File: config.mk
export PLATFORM = sky130hd
export DESIGN_NAME = julia_sched
export DESIGN_NICKNAME = d
export VERILOG_FILES = /design/src/rtl/julia_sched.sv
export SDC_FILE = /design/constraint.sdc
export NUM_CORES = 1
export LEC_CHECK = 0
export ABC_AREA = 1
export CAP_MARGIN = 20
export CELL_PAD_IN_SITES_DETAIL_PLACEMENT = 2
export CELL_PAD_IN_SITES_GLOBAL_PLACEMENT = 2
export CORE_ASPECT_RATIO = 1.5
export CORE_UTILIZATION = 40
export DETAILED_ROUTE_END_ITERATION = 8
export DONT_BUFFER_PORTS = 1
export PLACE_DENSITY = 0.86
export SLEW_MARGIN = 30
export SYNTH_ARGS = -nofsm -noshare
export SYNTH_HDL_FRONTEND = slang
export SYNTH_SLANG_ARGS = --single-unit
File: constraint.sdc
create_clock -name CLK -period 8.2 [get_ports CLK]
set_input_delay 1.64 -clock CLK [delete_from_list [all_inputs] [get_ports CLK]]
set_output_delay 1.64 -clock CLK [all_outputs]
set_load 0.02 [all_outputs]
File: src/rtl/julia_sched.sv
// rtl/julia_sched.sv - Julia-set frame scheduler: raster pixel dispatch and round-robin result write-back
module julia_sched #(
  parameter int H_RES   = 640,
  parameter int V_RES   = 480,
  parameter int NUM_ENG = 4,
  parameter int XW      = 10,
  parameter int YW      = 9,
  parameter int ITW     = 8,
  parameter int AW      = 19
) (
  input  logic                   CLK,
  input  logic                   RST,
  input  logic                   FRAME_REQ,
  output logic                   BUSY,
  output logic                   FRAME_DONE,
  input  logic [NUM_ENG-1:0]     ENG_READY,
  output logic [NUM_ENG-1:0]     ENG_START,
  output logic [XW-1:0]          ENG_X,
  output logic [YW-1:0]          ENG_Y,
  input  logic [NUM_ENG-1:0]     ENG_DONE,
  input  logic [NUM_ENG*ITW-1:0] ENG_ITER,
  output logic [NUM_ENG-1:0]     ENG_ACK,
  output logic                   FB_WE,
  output logic [AW-1:0]          FB_ADDR,
  output logic [ITW-1:0]         FB_DATA
);
  localparam int OW = $clog2(NUM_ENG + 1);
  localparam int RW = $clog2(NUM_ENG);

  localparam logic [1:0] IDLE  = 2'd0;
  localparam logic [1:0] RUN   = 2'd1;
  localparam logic [1:0] DRAIN = 2'd2;

  logic [1:0]         state;
  logic [XW-1:0]      x;
  logic [YW-1:0]      y;
  logic [AW-1:0]      addr;
  logic [OW-1:0]      outstanding;
  logic [RW-1:0]      dispatch_rr;
  logic [RW-1:0]      collect_rr;
  logic [AW-1:0]      tag [NUM_ENG];

  logic [NUM_ENG-1:0] disp_elig;
  logic [NUM_ENG-1:0] coll_elig;
  logic               disp_go;
  logic               coll_go;
  logic [RW-1:0]      disp_k;
  logic [RW-1:0]      coll_k;
  logic               last_pix;
  logic               x_wrap;

  // First set bit at or after ptr; scanned backwards so the nearest candidate is the last one written.
  function automatic logic [RW:0] rr_pick(input logic [NUM_ENG-1:0] elig, input logic [RW-1:0] ptr);
    logic [RW:0]   r;
    logic [RW-1:0] jj;
    int            j;
    r = '0;
    for (int i = NUM_ENG - 1; i >= 0; i--) begin
      j = int'(ptr) + i;
      if (j >= NUM_ENG) j = j - NUM_ENG;
      jj = RW'(j);
      if (elig[jj]) r = {1'b1, jj};
    end
    return r;
  endfunction

  function automatic logic [RW-1:0] rr_next(input logic [RW-1:0] k);
    return (int'(k) == NUM_ENG - 1) ? '0 : k + 1'b1;
  endfunction

  always_comb begin
    disp_elig = (state == RUN) ? (ENG_READY & ~ENG_START) : '0;
    coll_elig = (state == RUN || state == DRAIN) ? (ENG_DONE & ~ENG_ACK) : '0;
    {disp_go, disp_k} = rr_pick(disp_elig, dispatch_rr);
    {coll_go, coll_k} = rr_pick(coll_elig, collect_rr);
    x_wrap   = (x == XW'(H_RES - 1));
    last_pix = x_wrap && (y == YW'(V_RES - 1));
  end

  always_ff @(posedge CLK) begin
    if (!RST) begin
      state       <= IDLE;
      x           <= '0;
      y           <= '0;
      addr        <= '0;
      outstanding <= '0;
      dispatch_rr <= '0;
      collect_rr  <= '0;
      for (int k = 0; k < NUM_ENG; k++) tag[k] <= '0;
      BUSY        <= 1'b0;
      FRAME_DONE  <= 1'b0;
      ENG_START   <= '0;
      ENG_X       <= '0;
      ENG_Y       <= '0;
      ENG_ACK     <= '0;
      FB_WE       <= 1'b0;
      FB_ADDR     <= '0;
      FB_DATA     <= '0;
    end else begin
      ENG_START  <= '0;
      ENG_ACK    <= '0;
      FB_WE      <= 1'b0;
      FRAME_DONE <= 1'b0;

      case (state)
        IDLE: begin
          if (FRAME_REQ) begin
            x           <= '0;
            y           <= '0;
            addr        <= '0;
            outstanding <= '0;
            dispatch_rr <= '0;
            collect_rr  <= '0;
            BUSY        <= 1'b1;
            state       <= RUN;
          end
        end
        RUN: begin
          if (disp_go && last_pix) state <= DRAIN;
        end
        DRAIN: begin
          if (outstanding == '0 && ENG_ACK == '0 && !coll_go) begin
            FRAME_DONE <= 1'b1;
            BUSY       <= 1'b0;
            state      <= IDLE;
          end
        end
        default: begin
          BUSY  <= 1'b0;
          state <= IDLE;
        end
      endcase

      if (disp_go) begin
        ENG_START     <= NUM_ENG'(1) << disp_k;
        ENG_X         <= x;
        ENG_Y         <= y;
        tag[disp_k]   <= addr;
        dispatch_rr   <= rr_next(disp_k);
        addr          <= addr + 1'b1;
        if (x_wrap) begin
          x <= '0;
          y <= y + 1'b1;
        end else begin
          x <= x + 1'b1;
        end
      end

      // Non-blocking read of tag[] returns the old value even if the same engine is re-dispatched now.
      if (coll_go) begin
        ENG_ACK    <= NUM_ENG'(1) << coll_k;
        FB_WE      <= 1'b1;
        FB_ADDR    <= tag[coll_k];
        FB_DATA    <= ENG_ITER[int'(coll_k)*ITW +: ITW];
        collect_rr <= rr_next(coll_k);
      end

      if (disp_go && !coll_go) outstanding <= outstanding + 1'b1;
      else if (!disp_go && coll_go) outstanding <= outstanding - 1'b1;
    end
  end

  a_outstanding_bound: assert property (@(posedge CLK) disable iff (!RST) outstanding <= OW'(NUM_ENG));

endmodule

==> impl_metrics.toml <==
[outcome]
outcome = "finished, final reports clean"

[worst_setup_path]
reg2reg_depth = 10
crit_path_start_kind = "input port"
critPathMaxStageDelay_ns = 0.84
worstPathRequired_ns = 8.26
rrSetupSlack_ns = 4.05
path_common_cell = "nor2_1"
worst-path-max-fanout = 41
worstPathCellList = "inv_1, nor2_1, nor2_1, nor2_1, nor2_2, nand3_4, nand2_4, nor2_4, nand2_1, nand2_1"
slowest_stage = "nand2_1"
arrival_ns = 4.58
worstSetupPathType = "in2reg"
end_kind = "flop"
reg2reg_to = "tag[0][11]"
rr_startpoint = "state[1]"

[clock_network]
clock_tree.buffer_depth = 2
ctsHtreeMaxLevel = 4
cts.sinks = 180
cts_tree = "done"
numCtsBuffers = 17
insertion_delay_ns = 0.44
hold_buffers = 0
cts_setup_buffers = 0
cts_resized = 0
root_buffer = "clkbuf_16"
clk_pin_slew_worst_paths_ns = 0.06

[yosys]
yosysSeqAreaShare_pct = 47.01
synth_edf_count = 76
ys_seq_elements = 180
synth_area_leaders = "edfxtp_1 25%, dfxtp_1 22%, nand3_1 11%"
synth_top_area_share_pct = 24.59
syn-cell-area_um2 = 9283
synth_cell_types = 40
yosysWarnings = 0
synth-async-reset-ratio_pct = 0
syn_nets = 1280
synth_most_common_cell = "inv_1"
yosys.area.top_type = "edfxtp_1"
ys_top_cells_by_count = "240 x inv_1, 208 x nand3_1, 207 x nand2_1"
postSynthAreaPerCell_um2 = 7.584
synthesis.instances = 1224
synth_flop_cell = "dfxtp_1"

[worst_hold_path]
hold-path-endpoint = "x[5]"
hp-class = "reg2reg"
hold_depth = 2
min-delay-start = "x[5]"

[detailed_routing]
routed_wl_mm = 31.43
vias = 8193
post_drt_via_cell_ratio = 5.528
dr.pass1.iters = 4
ant_nets = 0
drc = 0
drt_iter0_markers = 380
wire_per_inst_um = 21.21

[cells_and_area]
drive_above_1_share_pct = 6.716
nNetsFinal = 1249
diodes = 0
final_cells = 1482
area_delta_synth_final_pct = 6.928

[die]
pin_count = 100
dieWidth_um = 126.4
die_area_um2 = 23830
core_area_um2 = 22550
start_util_pct = 41.16
die_y_um = 188.6
row_count = 67

[timing]
final-setup-viol-count = 0
hold_viol_final = 0
rsz0062_at_grt = "no"
period_needed_ns = 4.515
timing.final.crit_share_pct = 55.06
maxSlewViolCount = 0
max_slew.worst_pin.slew_ns = 0.9225
tns_ns = 0
max_freq_mhz = 221.5
clock_skew_ns = 0.01306
slew_headroom_pct = 38.35

[pwr]
ir_worst_vdd_v = 0.0003040
power_mw = 4.514
p_per_area_nw_per_um2 = 454.7
power_leakage_nw = 4.416

[global_routing]
grt_max_degree = 56
grt_pass1_vias = 9141
grt.total_usage_pct = 27.67
grt-ovfl-total = 0
grt_pass1_wl_mm = 50.16
grt_antenna_before_repair = 1

[place]
place_congestion = 0.7756
dp_cells = 1449
place.detailed.hpwl_mm = 21.35
portBuffers = 0

[flow_run]
maxCapViolCount = 0
[metrics by stage]
stage                     util [%]  instance area, um2  worst slack (ns)  hold WS, ns
after global placement       41.34                9323             3.475       0.4530
final                        44.02                9926             3.685       0.4926
after global routing         44.02                9926             3.419       0.5134
after floorplan                  -                9283             3.872       0.4436
after CTS                    43.93                9906             3.685       0.4971
after detailed placement     41.34                9323             3.301       0.4814
[final cells by class]
cell class	instances	area [um2]
Clock buffer	26	546.8
Clock inverter	6	36.28
Fill cell	2638	12620
Inverter	250	943.4
Multi-Input combinational cell	738	3632
Sequential cell	180	4364
Tap cell	276	345.3
Timing Repair Buffer	6	57.56
[placed cells by master, fill, tap and decap left out, types with 5 or more instances in the layout]
cell,netlist,routed
nor2_1,109,109
dfxtp_1,104,104
a211oi_1,6,6
nor2_2,16,16
nand4_1,16,16
o21ai_1,5,5
o21ai_0,59,59
inv_1,240,240
clkbuf_16,0,20
a21oi_1,33,33
edfxtp_1,76,76
nand3_1,208,208
nand2_1,207,207
buf_4,16,5
ha_1,13,13
nor3_1,20,19
nand2_2,6,6
inv_2,6,6
[cells by family (layout without fill, tap and decap cells)]
group,Yosys count,after routing,synth area share (%)
and+or+nand+nor,600,600,29.76
buffers and inverters,306,288,13.91
DFF,180,180,47.01
AOI/OAI and AO/OA,122,122,7.279
adders and majority gates,13,13,1.752
xor gates and xnor gates,3,3,0.2831
[how the worst max path moves through the flow]
stage | startpoint | to | slack [ns] | depth (start not counted)
finish | ENG_READY[2] | tag[0][11] | 3.69 | 10
global route | ENG_READY[2] | tag[0][11] | 3.42 | 10
CTS | ENG_READY[2] | tag[0][11] | 3.68 | 10
detailed placement | ENG_READY[2] | tag[0][4] | 3.30 | 10
global placement | ENG_READY[2] | tag[0][14] | 3.48 | 10
floorplan | ENG_READY[2] | tag[3][0] | 3.87 | 12
[where the power goes]
part           internal (mW)  switching (mW)  total (mW)
registers               1.15           0.193        1.34
clock network          0.462           0.359       0.822
logic                  0.635            1.72        2.35
total                   2.24            2.27        4.51
[flip-flops by register name (all words and copies together) (netlist names)]
register,cells
dispatch_rr,2
FB_WE,1
y,9
FB_DATA,8
collect_rr,2
FB_ADDR,19
ENG_START,4
addr,19
state,2
ENG_ACK,4
BUSY,1
ENG_X,10
outstanding,3
x,10
tag,76
ENG_Y,9
FRAME_DONE,1
[layer usage]
layer | vias to the layer above | GRT usage [%] | part of all wire, %
met5 | - | 0 | 0.041
met4 | 2 | 12.84 | 3.8
met3 | 65 | 5.281 | 3.5
met2 | 183 | 52.25 | 54
met1 | 4088 | 29.18 | 39
li1 | 3855 | - | -
[worst max-delay path, delay by kind of cell]
| family | cells | cell delay (ns) |
|---|---|---|
| and+or+nand+nor | 9 | 2.87 |
| buffers and inverters | 1 | 0.02 |
Power figures use the tool's default switching activity.
